==> src/rtl/serial_addsub.sv <==
// Bit-serial A+B / A-B, DIGIT bits per cycle LSB first; result after N=WIDTH/DIGIT ADD cycles, held until out_ready.
// in_ready only in IDLE (no queueing). Define SERIAL_ADDSUB_SAT_EN for signed saturation of overflowing results.
module serial_addsub #(
    parameter int WIDTH = 8,
    parameter int DIGIT = 1
) (
    input  logic             clk,
    input  logic             rst_n,
    input  logic             in_valid,
    output logic             in_ready,
    input  logic [WIDTH-1:0] a,
    input  logic [WIDTH-1:0] b,
    input  logic             sub,
    output logic             out_valid,
    input  logic             out_ready,
    output logic [WIDTH-1:0] sum,
    output logic             cout,
    output logic             ovf
);

    localparam int N  = WIDTH / DIGIT;
    localparam int CW = $clog2(N) + 1;

    localparam logic [1:0] S_IDLE = 2'd0;
    localparam logic [1:0] S_ADD  = 2'd1;
    localparam logic [1:0] S_DONE = 2'd2;

    logic [1:0]       state_q, state_d;
    logic [WIDTH-1:0] a_q, a_d;
    logic [WIDTH-1:0] b_q, b_d;
    logic             carry_q, carry_d;
    logic [CW-1:0]    count_q, count_d;
    logic [WIDTH-1:0] sum_q, sum_d;
    logic             cout_q, cout_d;
    logic             ovf_q, ovf_d;
    logic             out_valid_q, out_valid_d;

    logic [DIGIT:0]   slice;
    logic [DIGIT-1:0] slice_s;
    logic             slice_c;
    logic             slice_ovf;
    logic [WIDTH-1:0] sum_shift;
    logic [WIDTH-1:0] final_sum;
    logic             last;

    assign slice   = {1'b0, a_q[DIGIT-1:0]} + {1'b0, b_q[DIGIT-1:0]} + {{DIGIT{1'b0}}, carry_q};
    assign slice_s = slice[DIGIT-1:0];
    assign slice_c = slice[DIGIT];

    // Carry into the slice MSB is recovered from the MSB sum bit, so no DIGIT==1 special case.
    assign slice_ovf = slice_c ^ (slice_s[DIGIT-1] ^ a_q[DIGIT-1] ^ b_q[DIGIT-1]);

    assign sum_shift = (sum_q >> DIGIT) | (WIDTH'(slice_s) << (WIDTH - DIGIT));
    assign last      = (count_q == CW'(N - 1));

`ifdef SERIAL_ADDSUB_SAT_EN
    // In the final slice a_q[DIGIT-1] is still A's sign bit, which is the sign of the true result on overflow.
    logic [WIDTH-1:0] sat_val;
    assign sat_val   = a_q[DIGIT-1] ? {1'b1, {(WIDTH-1){1'b0}}} : {1'b0, {(WIDTH-1){1'b1}}};
    assign final_sum = slice_ovf ? sat_val : sum_shift;
`else
    assign final_sum = sum_shift;
`endif

    always_comb begin
        state_d     = state_q;
        a_d         = a_q;
        b_d         = b_q;
        carry_d     = carry_q;
        count_d     = count_q;
        sum_d       = sum_q;
        cout_d      = cout_q;
        ovf_d       = ovf_q;
        out_valid_d = out_valid_q;
        case (state_q)
            S_IDLE: begin
                if (in_valid) begin
                    a_d     = a;
                    b_d     = sub ? ~b : b;
                    carry_d = sub;
                    count_d = '0;
                    sum_d   = '0;
                    state_d = S_ADD;
                end
            end
            S_ADD: begin
                a_d     = a_q >> DIGIT;
                b_d     = b_q >> DIGIT;
                carry_d = slice_c;
                count_d = count_q + CW'(1);
                sum_d   = sum_shift;
                if (last) begin
                    sum_d       = final_sum;
                    cout_d      = slice_c;
                    ovf_d       = slice_ovf;
                    out_valid_d = 1'b1;
                    state_d     = S_DONE;
                end
            end
            S_DONE: begin
                if (out_ready) begin
                    out_valid_d = 1'b0;
                    state_d     = S_IDLE;
                end
            end
            default: begin
                out_valid_d = 1'b0;
                state_d     = S_IDLE;
            end
        endcase
    end

    always_ff @(posedge clk) begin
        if (!rst_n) begin
            state_q     <= S_IDLE;
            a_q         <= '0;
            b_q         <= '0;
            carry_q     <= 1'b0;
            count_q     <= '0;
            sum_q       <= '0;
            cout_q      <= 1'b0;
            ovf_q       <= 1'b0;
            out_valid_q <= 1'b0;
        end else begin
            state_q     <= state_d;
            a_q         <= a_d;
            b_q         <= b_d;
            carry_q     <= carry_d;
            count_q     <= count_d;
            sum_q       <= sum_d;
            cout_q      <= cout_d;
            ovf_q       <= ovf_d;
            out_valid_q <= out_valid_d;
        end
    end

    assign in_ready  = (state_q == S_IDLE);
    assign out_valid = out_valid_q;
    assign sum       = sum_q;
    assign cout      = cout_q;
    assign ovf       = ovf_q;

endmodule

==> config.mk <==
export PLATFORM = sky130hd
export DESIGN_NAME = serial_addsub
export DESIGN_NICKNAME = d
export VERILOG_FILES = /design/src/rtl/serial_addsub.sv
export SDC_FILE = /design/constraint.sdc
export NUM_CORES = 1
export LEC_CHECK = 0
export ABC_AREA = 1
export ABC_CLOCK_PERIOD_IN_PS = 3800
export CAP_MARGIN = 30
export CORE_ASPECT_RATIO = 1.25
export CORE_MARGIN = 1.5
export CORE_UTILIZATION = 45
export DETAILED_ROUTE_END_ITERATION = 16
export HOLD_SLACK_MARGIN = 0.02
export PLACE_DENSITY = 0.71
export SYNTH_ARGS = -nofsm -noshare
export SYNTH_HDL_FRONTEND = slang
export SYNTH_SLANG_ARGS = --single-unit
==> constraint.sdc <==
create_clock -name clk -period 3.8 [get_ports clk]
set_clock_uncertainty 0.1 [all_clocks]
set_input_delay 0.57 -clock clk [delete_from_list [all_inputs] [get_ports clk]]
set_output_delay 0.57 -clock clk [all_outputs]
set_load 0.02 [all_outputs]
* Word level (Yosys, flattened, before mapping) *
Cells that the tools add are included.

storage, ports and cells
  flip-flop bits (word level) = 34
  latch bits = 0
  bits in writable memories = 0
  bits in read-only memories = 0
  output and inout port bits = 12
  memories = 0

operators by class
  add/sub/neg operators = 3
  multipliers = 0
  div/mod/pow operators = 0
  $lt $le $gt $ge = 0
  equal/unequal tests = 6
  shift operators = 0
  muxes and demuxes = 18
  bitwise gates (word level) = 6
  reduce and logical (&&, ||, !) cells = 6

operator list
  kind                 number
  $pmux 8 s2           3
  $mux 8               4
  $not 8->8            1
  $or 7x8->8           1
  $pmux 4 s2           1
  $mux 2               3
  $ne 2x2->1 const B   3
  $pmux 2 s3           1
  $reduce_and 3->1     2
  $add 4x1->4 const B  1
  $eq 4x3->1 const B   1
  $mux 4               1
  $reduce_and 2->1     2
  $mux 1               3
  $pmux 1 s3           1
  $xor 1x1->1          3
  $add 1x1->2          1
  $add 2x1->2          1
  $eq 2x1->1 const B   1
  $eq 2x2->1 const B   1
  $logic_not 2->1      1
  $pmux 1 s2           1
  $reduce_bool 2->1    1
  $not 1->1            1

* Logic depth before layout (Yosys ltp) *
  depth after elaboration = 5
  depth in mapped cells = 8
  gate-level depth less buffers = 8

* Worst setup path before layout *
No wires, ideal clock.

  path type = register to register
  from = reg a_q[0]
  to = reg ovf_q, in the netlist ovf
  library setup time = 70 ps
  arrival time = 1320 ps
  path slack = 2311 ps
  stages on the path, launching flop included = 9
  buffers on the path = 0
  cell sequence = dfxtp_1 inv_1 fa_1 inv_1 nand2_1 nand2_1 nand2_1 nand2_1 a21oi_1

between the ends
  longest elaborated chain between the ends = 5

RTL lines
  what                       RTL line  text
  start: declaration         29        logic [WIDTH-1:0] a_q, a_d;
  start signal: assignment   116       a_q <= '0;
  start signal: assignment   126       a_q <= a_d;
  $add 1x1->2                46        assign slice = {1'b0, a_q[DIGIT-1:0]} + {1'b0, b_q[DIGIT-1:0]} + {{DIGIT{1'b0}}, carry_q};
  $add 2x1->2                46
  $xor 1x1->1 (2 in series)  51        assign slice_ovf = slice_c ^ (slice_s[DIGIT-1] ^ a_q[DIGIT-1] ^ b_q[DIGIT-1]);
  $xor 1x1->1 (*)            51
  end signal: assignment     132       ovf_q <= ovf_d;
  end: declaration           35        logic ovf_q, ovf_d;

Every way passes the cells marked *; elsewhere a longest branch is shown, timed or not.
A chain may end at the register's enable or synchronous reset.

* Worst setup path after layout *
  from = reg state_q[1]
  to = out in_ready

between the ends
  longest elaborated chain between the ends = 1

RTL lines
  what                      RTL line  text
  start: declaration        28        logic [1:0] state_q, state_d;
  start signal: assignment  125       state_q <= state_d;
  $logic_not 2->1           137       assign in_ready = (state_q == S_IDLE);
  end: declaration          10        output logic in_ready,

Every way passes these cells.

==> results.py <==
metrics = {
    "critical_path": {
        "cpMaxStageDelayCell": "clkdlybuf4s50_1",
        "r2r_cells": 5,
        "critPathKind": "reg -> out",
        "path_depth": 2,
        "cp.required_ps": 3130,
        "crit_buf_inv": 1,
        "cp_cell_sequence": "nor2_2, clkdlybuf4s50_1",
        "arrival_ps": 1450,
        "cp-end-kind": "primary output",
        "cp-start-kind": "flop",
        "crit_family": "buffers and inverters",
        "cpPeakStageDelay_ps": 620,
        "critPathMaxFanout": 5,
    },
    "finish": {
        "drive_above_1_share_pct": 11.7,
        "finalNonFillerCells": 304,
        "antennaDiodeCount": 0,
        "fillCellCount": 361,
        "nets": 287,
        "design_area_mm2": 0.00212,
        "syn2layout_area_growth_pct": 22.1,
    },
    "clocking": {
        "root_buffer": "clkbuf_8",
        "cts_resized": 0,
        "clock_path_buffers": 2,
        "cts_tree": "yes",
        "clk_latency_ps": 290,
        "cts_max_level": 2,
        "postCtsSetupBuffers": 0,
        "clkSinkCount": 34,
        "cts_made_buffers": 5,
        "clkTransAtPathRegs_ps": 60,
        "ctsHoldBuffers": 0,
    },
    "synthesis": {
        "synthFlopType": "dfxtp_1",
        "async_reset_ff_share_pct": 0,
        "syn_inst": 237,
        "synth_edf_count": 0,
        "synth.most_common_cell": "nand2_1",
        "synth.area.top_cells": "dfxtp_1, nand2_1, nand3_1",
        "netlist.area_leader.share_pct": 39.3,
        "syn-num-nets": 260,
        "yosys-top-cells-count": "nand2_1, dfxtp_1, nand3_1",
        "synth-seq-cells": 34,
        "netlist_area_mm2": 0.00173,
        "synthDistinctLibCells": 28,
        "synth_top_cell_by_area": "dfxtp_1",
        "synth.yosys.warnings": 0,
        "ys_seq_area_share_pct": 39.3,
        "synth.avg_cell_area_um2": 7.31,
    },
    "job": {
        "max_cap_violations": 0,
    },
    "place": {
        "port_buffers": 32,
        "dp_cells": 297,
        "dp.final_hpwl_um": 2270,
        "dpl_cell_area_mm2": 0.00204,
        "gp_congestion": 0.791,
    },
    "die": {
        "die_area_mm2": 0.00423,
        "core_mm2": 0.00372,
        "start_util_pct": 46.6,
        "chipWidth_um": 58.5,
        "ios": 33,
        "num_rows": 25,
        "die_y_um": 72.4,
    },
    "detailed_routing": {
        "route.vias.total": 1520,
        "drt-pass1-iter-count": 4,
        "drc": 0,
        "via_per_inst": 5.00,
        "post_drt_wl_per_cell_um": 11.3,
        "drtIter0Drc": 63,
        "ant_nets": 0,
        "wl_um": 3420,
    },
    "global_routing": {
        "grtUsageTotal_pct": 19.1,
        "grt_pass1_wl_um": 6240,
        "grt_overflow": 0,
        "grt_max_degree": 30,
        "grt_pass1_vias": 1502,
        "antenna_found_initial": 0,
    },
    "power_and_ir_drop": {
        "power.leakage_nw": 0.871,
        "pwr_density_cell_mw_per_mm2": 358,
        "vdd_ir_drop_max_mv": 0.247,
    },
    "sta": {
        "hold_viol": 0,
        "hold_ws_ps": 378,
        "setup-tns-final_ps": 0,
        "fmax_ghz": 0.472,
        "layout_min_cycle_time_ps": 2120,
        "rsz0062_at_grt": "false",
        "period_share_pct": 55.7,
        "finalMaxSlewViolations": 0,
        "finalSetupViolations": 0,
        "relSlewSlack_pct": 41.6,
        "max_slew.worst_pin.slew_ps": 876,
    },
    "hold_path": {
        "holdPathStages": 2,
        "min_path_type": "reg -> reg",
    },
    "status": {
        "status": "finished, final reports clean",
    },
}
## registers in the layout, summed over array words and instances, names as in the netlist
name / flops
a_q: 8
b_q: 8
sum: 8
count_q: 4
state_q: 2
carry_q: 1
cout: 1
out_valid: 1
ovf: 1
## worst paths after layout
check	startpoint	slack [ps]	end
hold / removal	out_valid	380	out_valid
setup / recovery	state_q[1]	1680	in_ready
setup reg to reg	state_q[0]	2120	cout
hold reg to reg	out_valid	380	out_valid
## per-layer routing
metal | vias up | wire (um) | GRT usage (%) | share of wire (%)
li1 | 803 | - | - | -
met1 | 682 | 1610 | 21.9 | 47
met2 | 26 | 1590 | 31.8 | 47
met3 | 9 | 132 | 5.53 | 3.9
met4 | 0 | 87 | 9.82 | 2.5
met5 | - | 0 | 0 | 0
## tightest hold or removal path: stages (launching register included)
cell and delay, ps:
dfxtp_1 330, nor2_1 50, nor2_1 70
## area by class of cell
| cell class | count | area (um2) | area share (%) |
|---|---|---|---|
| multi-input cells | 168 | 878 | 41.5 |
| flip-flops and latches | 34 | 681 | 32.2 |
| repair buffers | 33 | 348 | 16.4 |
| inverters | 22 | 82.6 | 3.90 |
| clock buffers | 7 | 76.3 | 3.61 |
| well taps | 40 | 50.0 | 2.37 |
## through the flow
stage          total power (W)  worst slack (ps)  util, %
6_report              0.000757              1680     56.8
5_1_grt               0.000800              1600     56.8
4_1_cts               0.000766              1670     56.8
3_5_place_dp          0.000518              1450     54.8
3_3_place_gp          0.000512              1520     54.1
2_1_floorplan         0.000479              2310        -
## cell families after synthesis
group                    count (synthesis)  synth area share, %
adder cells (fa/ha/maj)                  2                 1.88
AO/OA/AOI/OAI                           25                 9.89
XOR/XNOR                                 7                 3.54
buffers and inverters                   35                 10.0
AND/OR/NAND/NOR                        134                 35.4
flip-flops                              34                 39.3
## power breakdown
| part | internal (W) | leakage (nW) | switching [W] | total [W] |
|---|---|---|---|---|
| sequential | 0.000372 | 0.277 | 0.0000101 | 0.000382 |
| clock | 0.000126 | 0.0383 | 0.000122 | 0.000247 |
| combinational | 0.0000558 | 0.556 | 0.0000713 | 0.000127 |
| total | 0.000554 | 0.871 | 0.000203 | 0.000757 |
## cell usage in the layout (no fill, tap or decap)
master	synthesis	routed
nand2_1	70	70
dfxtp_1	34	34
clkdlybuf4s50_1	0	32
nand3_1	26	26
nor2_1	23	23
inv_1	20	20
a21oi_2	10	10
nand3_2	9	9
a21oi_1	6	6
xnor2_1	6	6
a31oi_1	5	5
clkbuf_8	0	5
inv_2	2	2
nand2_2	2	2
o21ai_0	2	2
clkbuf_1	2	2
nor2_2	1	1
nand4_1	1	1
nor2_4	1	1
nand3b_1	1	1
o21a_1	1	1
o21ai_1	1	1
xor2_1	1	1
fa_1	1	1
ha_1	1	1
buf_16	0	1
(Power assumes the default switching activity.)
